`config.mk`:
```
export PLATFORM = sky130hd
export DESIGN_NAME = rr_mux_n
export DESIGN_NICKNAME = d
export VERILOG_FILES = /design/src/rtl/rr_mux_n.sv
export SDC_FILE = /design/constraint.sdc
export NUM_CORES = 1
export LEC_CHECK = 0
export ABC_AREA = 1
export ABC_CLOCK_PERIOD_IN_PS = 3000
export CELL_PAD_IN_SITES_DETAIL_PLACEMENT = 0
export CELL_PAD_IN_SITES_GLOBAL_PLACEMENT = 1
export CORE_UTILIZATION = 24
export DETAILED_ROUTE_END_ITERATION = 6
export PLACE_DENSITY = 0.9
export RECOVER_POWER = 50
export SLEW_MARGIN = 5
export SYNTH_ARGS = -nofsm -noshare
export SYNTH_HDL_FRONTEND = slang
export SYNTH_SLANG_ARGS = --single-unit
export TNS_END_PERCENT = 1
```
`constraint.sdc`:
```
create_clock -name clk -period 3 [get_ports clk]
set_input_delay 0.45 -clock clk [delete_from_list [all_inputs] [get_ports clk]]
set_output_delay 0.45 -clock clk [all_outputs]
set_load 0.05 [all_outputs]
```
`src/rtl/rr_mux_n.sv`:
```
// N-channel registered mux with valid/ready, fixed-select or round-robin grant.
// Optional packet locking in RR mode is enabled with `define RR_MUX_LOCK_EN (adds in_last).
module rr_mux_n #(
  parameter int WIDTH    = 32,
  parameter int CHANNELS = 4,
  parameter int SEL_W    = 2
) (
  input  logic                      clk,
  input  logic                      rst_n,
  input  logic                      mode,
  input  logic [SEL_W-1:0]          sel,
  input  logic [CHANNELS*WIDTH-1:0] in_data,
  input  logic [CHANNELS-1:0]       in_valid,
  output logic [CHANNELS-1:0]       in_ready,
  output logic [WIDTH-1:0]          out_data,
  output logic [SEL_W-1:0]          out_chan,
  output logic                      out_valid,
  input  logic                      out_ready
`ifdef RR_MUX_LOCK_EN
  ,
  input  logic [CHANNELS-1:0]       in_last
`endif
);

  logic [WIDTH-1:0] chan_data [CHANNELS];
  logic [WIDTH-1:0] sel_data;
  logic [WIDTH-1:0] out_data_q, out_data_d;
  logic [SEL_W-1:0] out_chan_q, out_chan_d;
  logic             out_valid_q, out_valid_d;
  logic [SEL_W-1:0] ptr_q, ptr_d;
  logic [SEL_W-1:0] grant;
  logic             grant_vld;
  logic             space;
  logic             xfer;
  logic             lock_act;

  assign space = !out_valid_q || out_ready;
  assign xfer  = |(in_ready & in_valid);

  genvar gi;
  generate
    for (gi = 0; gi < CHANNELS; gi++) begin : g_chan
      assign chan_data[gi] = in_data[gi*WIDTH +: WIDTH];
      assign in_ready[gi]  = space && grant_vld && (grant == SEL_W'(gi));
    end
  endgenerate

  // RR search in two passes: channels above ptr first, then wrap to the low ones.
  always_comb begin
    grant     = '0;
    grant_vld = 1'b0;
    if (!mode) begin
      grant     = sel;
      grant_vld = ({1'b0, sel} < (SEL_W+1)'(CHANNELS));
    end else if (lock_act) begin
      grant     = ptr_q;
      grant_vld = 1'b1;
    end else begin
      for (int i = 0; i < CHANNELS; i++) begin
        if (!grant_vld && in_valid[i] && (SEL_W'(i) > ptr_q)) begin
          grant_vld = 1'b1;
          grant     = SEL_W'(i);
        end
      end
      for (int i = 0; i < CHANNELS; i++) begin
        if (!grant_vld && in_valid[i]) begin
          grant_vld = 1'b1;
          grant     = SEL_W'(i);
        end
      end
    end
  end

  always_comb begin
    sel_data = '0;
    for (int i = 0; i < CHANNELS; i++) begin
      if (grant == SEL_W'(i)) sel_data = chan_data[i];
    end
  end

  always_comb begin
    out_valid_d = out_valid_q;
    out_data_d  = out_data_q;
    out_chan_d  = out_chan_q;
    ptr_d       = ptr_q;
    if (xfer) begin
      out_valid_d = 1'b1;
      out_data_d  = sel_data;
      out_chan_d  = grant;
      if (mode) ptr_d = grant;
    end else if (out_ready) begin
      out_valid_d = 1'b0;
    end
  end

  always_ff @(posedge clk or negedge rst_n) begin
    if (!rst_n) begin
      out_valid_q <= 1'b0;
      out_data_q  <= '0;
      out_chan_q  <= '0;
      ptr_q       <= SEL_W'(CHANNELS-1);
    end else begin
      out_valid_q <= out_valid_d;
      out_data_q  <= out_data_d;
      out_chan_q  <= out_chan_d;
      ptr_q       <= ptr_d;
    end
  end

`ifdef RR_MUX_LOCK_EN
  logic lock_q, lock_d;

  // The locked channel is always the last RR winner, which ptr already holds.
  assign lock_act = mode && lock_q;

  always_comb begin
    lock_d = lock_q;
    if (!mode) lock_d = 1'b0;
    else if (xfer) lock_d = !(|(in_ready & in_valid & in_last));
  end

  always_ff @(posedge clk or negedge rst_n) begin
    if (!rst_n) lock_q <= 1'b0;
    else        lock_q <= lock_d;
  end
`else
  assign lock_act = 1'b0;
`endif

  assign out_data  = out_data_q;
  assign out_chan  = out_chan_q;
  assign out_valid = out_valid_q;

endmodule

```
==> impl_results.md, run 1 <==
* Share of flip-flops with an asynchronous set or reset at 100.0%
* Hold Path Class: reg -> reg
* Pin count of the biggest net entering global routing at 38
* Final core area utilization at a little under half
* Final Hold Fails at 0
* Max-slew violations at 38
* Number of distinct library cells after synthesis at 22
* Sum of negative setup slack at 0 ns
* Initial DRC count at 81
* Synth top area cells: nand2_1, dfrtp_1, nand4_1
* DR DRC count at 0
* Synthesized area at between 0.002 and 0.0025 mm2
* Core ar. at roughly 0.01 mm2
* Post-route minimum period at roughly 2.8 ns
* Vias in the first global route at 2,912
* CP max stage delay at 0.55 ns
* RSZ-0062 raised after global routing: no
* CTS root buf: clkbuf_8
* GRT overflow at 0
* RePlAce Congestion at 0.7428
* Layout cell share with drive strength beyond 1 at under 10%
* R2R setup slack at 0.66 ns
* CP startpoint: in_valid[2]
* CTS tree: done
* Initial antenna violation count at 0
* Slew headroom at -31.27%
* Post-CTS Resized at 0
* Worst Hold Path Cells at 2
* CP Max Fanout at 5
* Initial core utilization at 24.67%
* CP endpoint kind: primary output
* Reg2reg path depth at 14
* Slew at the pin closest to its max-slew limit at between 1.5 and 2 ns
* Most common cell in the netlist: nand2_1
* DR pass1 iterations at 4
* I/O pins at between 150 and 200
* GRT Resource Usage Total at 16.25%
* Row cnt at 36
* TritonCTS Buffers at 5
* Critical Path, Cell by Cell: clkdlybuf4s50_1 > nand2_1 > nand4_1 > nor2_2 > a31oi_1 > inv_1 > nor3_1 > buf_12
* Via Count at roughly 3.1k
* Clock Latency Late Sink at 0.28 ns
* CP Buf/Inv Count at 3
* Final period util at 93.00%
* Critical path launch point type: input port
* Top delay family on crit path: buffers and inverters
* Crit path max-delay cell type: clkdlybuf4s50_1
* Synth warn at 0
* Worst reg2reg endpoint: ptr_q[1]
* Routed Antenna Nets at 0
* CTS HTree Levels at 2
* Routed length per instance at ~13 um
* FMAX at 358.4 MHz
* Clock Tree Buf Depth at 2
* Most used DFF post-synth: dfrtp_1
* Global-route wire length before repair at 13,300 um
* Clock transition at path regs at 0.07 ns
* Post-synth top area share at 38.14%
* # clock sinks at 37
* Crit path DAT at 2.34 ns
* Layout fillers at 998
* Mean Syn Cell Area at 6.312 um2
* Crit Path Class: in -> out
* Stages on worst setup path at 8
* Cell count after synthesis at roughly 380
* Top cells by count, synth: nand2_1, nand4_1, dfrtp_1, inv_1, buf_2
* Die area at 0.01045 mm2
* Total Wirelength at 8821 um
* Setup violators final at 0
* Pwr dens at 817.0 mW/mm2
* Routed vias/inst at 4.449
* Post-synth net total at 520
* Skew final at 0.006091 ns
* Seq/Total Area, Yosys at about two fifths
* Placed wire-length estimate at 6935 um
* Run status: complete, but fails checks
* Area Growth Syn to Fin at 85.16%
* Required time worst endpoint at 2.55 ns
* Setup Fix Bufs, Post-CTS at 0
* Static Leakage at 2.057 nW
* Diode count at 0
* VDD IR max at 0.4781 mV
* Number of hold buffers added after CTS at 0
* Yosys reg bits at 37
* Max-Cap Viols at 1
* Buffers on Ports at 176
* Final Net Count at just under 700
* RR Startpoint: ptr_q[1]
* Largest area contributor in the netlist: nand2_1
* Die height at 102.2 um
* Die width at 102.2 um
* Crit path to: in_ready[2]
* Number of flops mapped to enable cells by yosys at 0
* Violated checks: max-capacitance violations, max-slew violations
metrics by stage:
step / area (um2) / power [mW] / setup WS, ns / hold slack, ns / std cells
2_1_floorplan: 2411 / 2.408 / 0.2702 / 0.1544 / 382
3_3_place_gp: 4364 / 3.306 / 0.2705 / 0.4555 / 684
3_5_place_dp: 4364 / 3.338 / 0.2431 / 0.4644 / 684
4_1_cts: 4466 / 3.742 / 0.2152 / 0.2888 / 692
5_1_grt: 4464 / 3.886 / 0.06115 / 0.4873 / 692
6_report: 4464 / 3.647 / 0.2099 / 0.4719 / 692
where the power goes:
group	total, mW	internal (mW)	switching, mW
clock	0.380	0.208	0.172
sequential	0.873	0.743	0.130
combinational	2.39	0.822	1.57
total	3.65	1.77	1.87
placed cells by master, fill, tap and decap left out, types with 2 or more instances in the layout:
cell type and count:
dfstp_2 2, dfrtp_1 35, inv_1 10, inv_2 3
nand4_1 36, nand3_1 5, buf_4 12, nand2_1 245
nor3_1 3, clkbuf_8 7, dlygate4sd3_1 19, nand2_2 4
nor2_1 6, buf_12 4, clkdlybuf4s50_1 152, nor2_4 2
or2_2 2, nor2_2 3, o21ai_0 3
cell type report:
class | instances | area, um2 | share of cell area (%)
Inverter | 13 | 48.80 | 1.093
Tap cell | 133 | 166.4 | 3.728
Clock inverter | 1 | 5.005 | 0.1121
Sequential cell | 37 | 928.4 | 20.80
Clock buffer | 7 | 96.34 | 2.158
Timing Repair Buffer | 188 | 1886 | 42.24
Multi-Input combinational cell | 313 | 1334 | 29.88
worst register-to-register path, cell delays in order, from the launching register on:
cell	delay, ns
dfstp_2	0.57
nand2_1	0.08
nand2_1	0.08
nand4_1	0.13
nor2_2	0.14
nand2_1	0.11
nand3_1	0.11
nand2_2	0.14
nor2_4	0.14
nand3_1	0.09
nand2_2	0.13
inv_2	0.07
nand2_4	0.28
nand3_1	0.13
nand2_1	0.10
per-layer routing:
metal / wire length (um) / GRT usage (%)
met5: 0 / 0
met4: 42 / 2.747
met3: 753 / 4.651
met2: 4511 / 31.44
met1: 3513 / 17.61
registers in the layout, indices dropped and copies added, names as in the netlist:
register / cells
out_chan: 2
ptr_q: 2
out_data: 32
out_valid: 1
worst min-delay path by stage:
stage / from / end / slack, ns
after floorplan: rst_n / out_chan[0] / 0.15
after global placement: out_chan[1] / out_chan[1] / 0.46
after detailed placement: out_data[16] / out_data[16] / 0.46
after CTS: rst_n / out_data[30] / 0.29
after global routing: out_data[13] / out_data[13] / 0.49
final: out_data[13] / out_data[13] / 0.47
kinds of logic after synthesis:
group | synth area share, %
AO/OA/AOI/OAI | 1.090
buffers and inverters | 6.383
flip-flops | 38.51
AND/OR/NAND/NOR | 54.02
No activity file was read; power rests on OpenSTA's default activity.
==> inputs of run 2 (changes only) <==
--- a/config.mk
+++ b/config.mk
@@ -6,9 +6,9 @@
 export NUM_CORES = 1
 export LEC_CHECK = 0
 export ABC_AREA = 1
-export ABC_CLOCK_PERIOD_IN_PS = 3000
 export CELL_PAD_IN_SITES_DETAIL_PLACEMENT = 0
 export CELL_PAD_IN_SITES_GLOBAL_PLACEMENT = 1
+export CORE_ASPECT_RATIO = 0.7
 export CORE_UTILIZATION = 24
 export DETAILED_ROUTE_END_ITERATION = 6
 export PLACE_DENSITY = 0.9
@@ -17,4 +17,4 @@
 export SYNTH_ARGS = -nofsm -noshare
 export SYNTH_HDL_FRONTEND = slang
 export SYNTH_SLANG_ARGS = --single-unit
-export TNS_END_PERCENT = 1
+export TNS_END_PERCENT = 50
==> impl_results.md, run 2 (synthesis results as in run 1) <==
* Run status: complete, but fails checks
* Violated checks: max-capacitance violations, max-slew violations
* GRT Resource Usage Total at 17.94% (+1.7 points)
* Diode count at 0 (unchanged)
* FMAX at 356.3 MHz (-0.59%)
* GRT overflow at 0 (unchanged)
* # clock sinks at 37 (unchanged)
* Final Hold Fails at 0 (unchanged)
* Global-route wire length before repair at 14,700 um (+10%)
* DR pass1 iterations at 4 (unchanged)
* Slew headroom at -34.84% (-3.6 points)
* I/O pins at 177 (unchanged)
* TritonCTS Buffers at 5 (unchanged)
* Combinational share of power at 63.7% (-2.0 points)
* Pwr dens at 838.2 mW/mm2 (+2.6%)
* Crit path DAT at 2.36 ns (+0.02 ns)
* Max reg flops at 32 (unchanged)
* Final period util at 93.56% (+0.55 points)
* Max-Cap Viols at 1 (unchanged)
* Die height at 85.86 um (-16%)
* RR Startpoint: ptr_q[1]
* Design area at 0.004463 mm2 (about the same)
* Area Growth Syn to Fin at 85.11% (about the same)
* Vias in the first global route at 3,097 (+6.4%)
* Clock share of power at 13.0% (+2.6 points)
* Non-Filler Instances at 683 (-1.3%)
* Min-delay src: out_chan[1]
* Skew final at 0.001818 ns (-0.004273 ns)
* Core ar. at 0.009722 mm2 (-0.54%)
* CTS HTree Levels at 2 (unchanged)
* Total Wirelength at 8995 um (+2.0%)
* Crit Path Class: in -> out
* Buffers on Ports at 176 (unchanged)
* Initial core utilization at 24.80% (+0.13 points)
* Pin count of the biggest net entering global routing at 38 (unchanged)
* Power Internal at 1.861 mW (+5.0%)
* Setup Fix Bufs, Post-CTS at 0 (unchanged)
* Clock Latency Late Sink at 0.27 ns (about the same)
* Clock transition at path regs at 0.05 ns (-0.02 ns)
* RePlAce Congestion at 0.8683 (+17%)
* VDD IR max at 0.2772 mV (-42%)
* Post-CTS Resized at 0 (unchanged)
* Row cnt at 30 (-17%)
* Die width at 121.8 um (+19%)
* WL met1 at 4110 um (+17%)
* Sw frac at 50.25% (-1.2 points)
* Final core area utilization at 45.91% (+0.23 points)
* CP endpoint kind: primary output
* Initial DRC count at 185 (+130%)
* Routed Antenna Nets at 0 (unchanged)
* Commonest non-fill, non-tap cell in the layout: nand2_1
* Metal2 WL at 4028 um (-11%)
* Via Count at 3,080 (+0.032%)
* Cell total after placement at 675 (-1.3%)
* Max Used Layer: met4
* Layout cell share with drive strength beyond 1 at 6.306% (-1.2 points)
* Setup violators final at 0 (unchanged)
* Clock Tree Buf Depth at 2 (unchanged)
* Sequential group share of total power at 23.3% (-0.6 points)
* Post-route minimum period at 2.807 ns (+0.01658 ns)
* Sum of negative setup slack at 0 ns (unchanged)
* Post-DP Area at 0.004328 mm2 (-0.83%)
* Routed vias/inst at 4.510 (+1.4%)
* Initial antenna violation count at 0 (unchanged)
* Max-slew violations at 38 (unchanged)
* CTS root buf: clkbuf_16
* CP Max Fanout at 8 (+3)
* NetSw at 1.880 mW (+0.25%)
* Placed wire-length estimate at 6960 um (+0.36%)
* Routed wl met3 at 717 um (-4.8%)
* CTS tree: done
* Final Net Count at 692 (-0.57%)
* DR DRC count at 0 (unchanged)
* RSZ-0062 raised after global routing: no
* Slew at the pin closest to its max-slew limit at 2.023 ns (+0.05356 ns)
* Required time worst endpoint at 2.55 ns (about the same)
* Hold Path Class: reg -> reg
* Die area at 0.01046 mm2 (about the same)
* Critical path launch point type: input port
* Routed length per instance at 13.17 um (+3.3%)
* Number of hold buffers added after CTS at 0 (unchanged)
* Static Leakage at 2.046 nW (-0.56%)
* Commonest non-fill, non-tap cells in the layout: nand2_1, clkdlybuf4s50_1, nand4_1, dfrtp_1, dlygate4sd3_1
* CP startpoint: in_valid[2]
## run 2: worst max-delay path: stages
cell and delay, ns:
clkdlybuf4s50_1 0.58, nand2_1 0.13, nand4_1 0.14, nor2_2 0.05
nand2_1 0.13, nand3_2 0.10, nand2_2 0.19, inv_2 0.09
nor3_1 0.31, buf_12 0.19
## run 2: stage by stage
step | hold WS [ns] | worst slack [ns] | power [mW]
after floorplan | 0.1544 | 0.2702 | 2.408
after global placement | 0.4604 | 0.3170 | 3.297
after detailed placement | 0.4607 | 0.1904 | 3.325
after CTS | 0.3100 | 0.2038 | 3.834
after global routing | 0.4859 | 0.04883 | 4.004
final | 0.4650 | 0.1933 | 3.741
## run 2: area by class of cell
class                      count  area, um2
fill                         948       5259
sequential                    37      928.4
multi-input combinational    313       1334
timing repair buffer         184       1856
inverter                      13      48.80
clock buffer                   8      136.4
tap                          128      160.2
## run 2: routing by layer
metal  vias up  global-route usage, %
met4         0                  5.051
li1       1550                      -
met1      1406                  22.89
met3        11                  5.386
met2       113                  29.28
met5         -                      0
## run 2: power groups by stage
stage          registers (mW)  clock network, mW  logic [mW]
3_5_place_dp            0.883                  0        2.44
4_1_cts                 0.880              0.505        2.45
3_3_place_gp            0.871                  0        2.43
6_report                0.871              0.488        2.38
2_1_floorplan            1.64                  0       0.772
5_1_grt                 0.906              0.530        2.57
## run 2: final timing paths
kind / endpoint / slack [ns] / cells after the start
max: in_ready[1] / 0.19 / 10
min: out_chan[1] / 0.46 / 2
max reg2reg: ptr_q[1] / 0.63 / 14
min reg2reg: out_chan[1] / 0.46 / 2
max in group asynchronous: out_data[24] / 1.09 / 1
min in group asynchronous: out_data[13] / 0.75 / 1
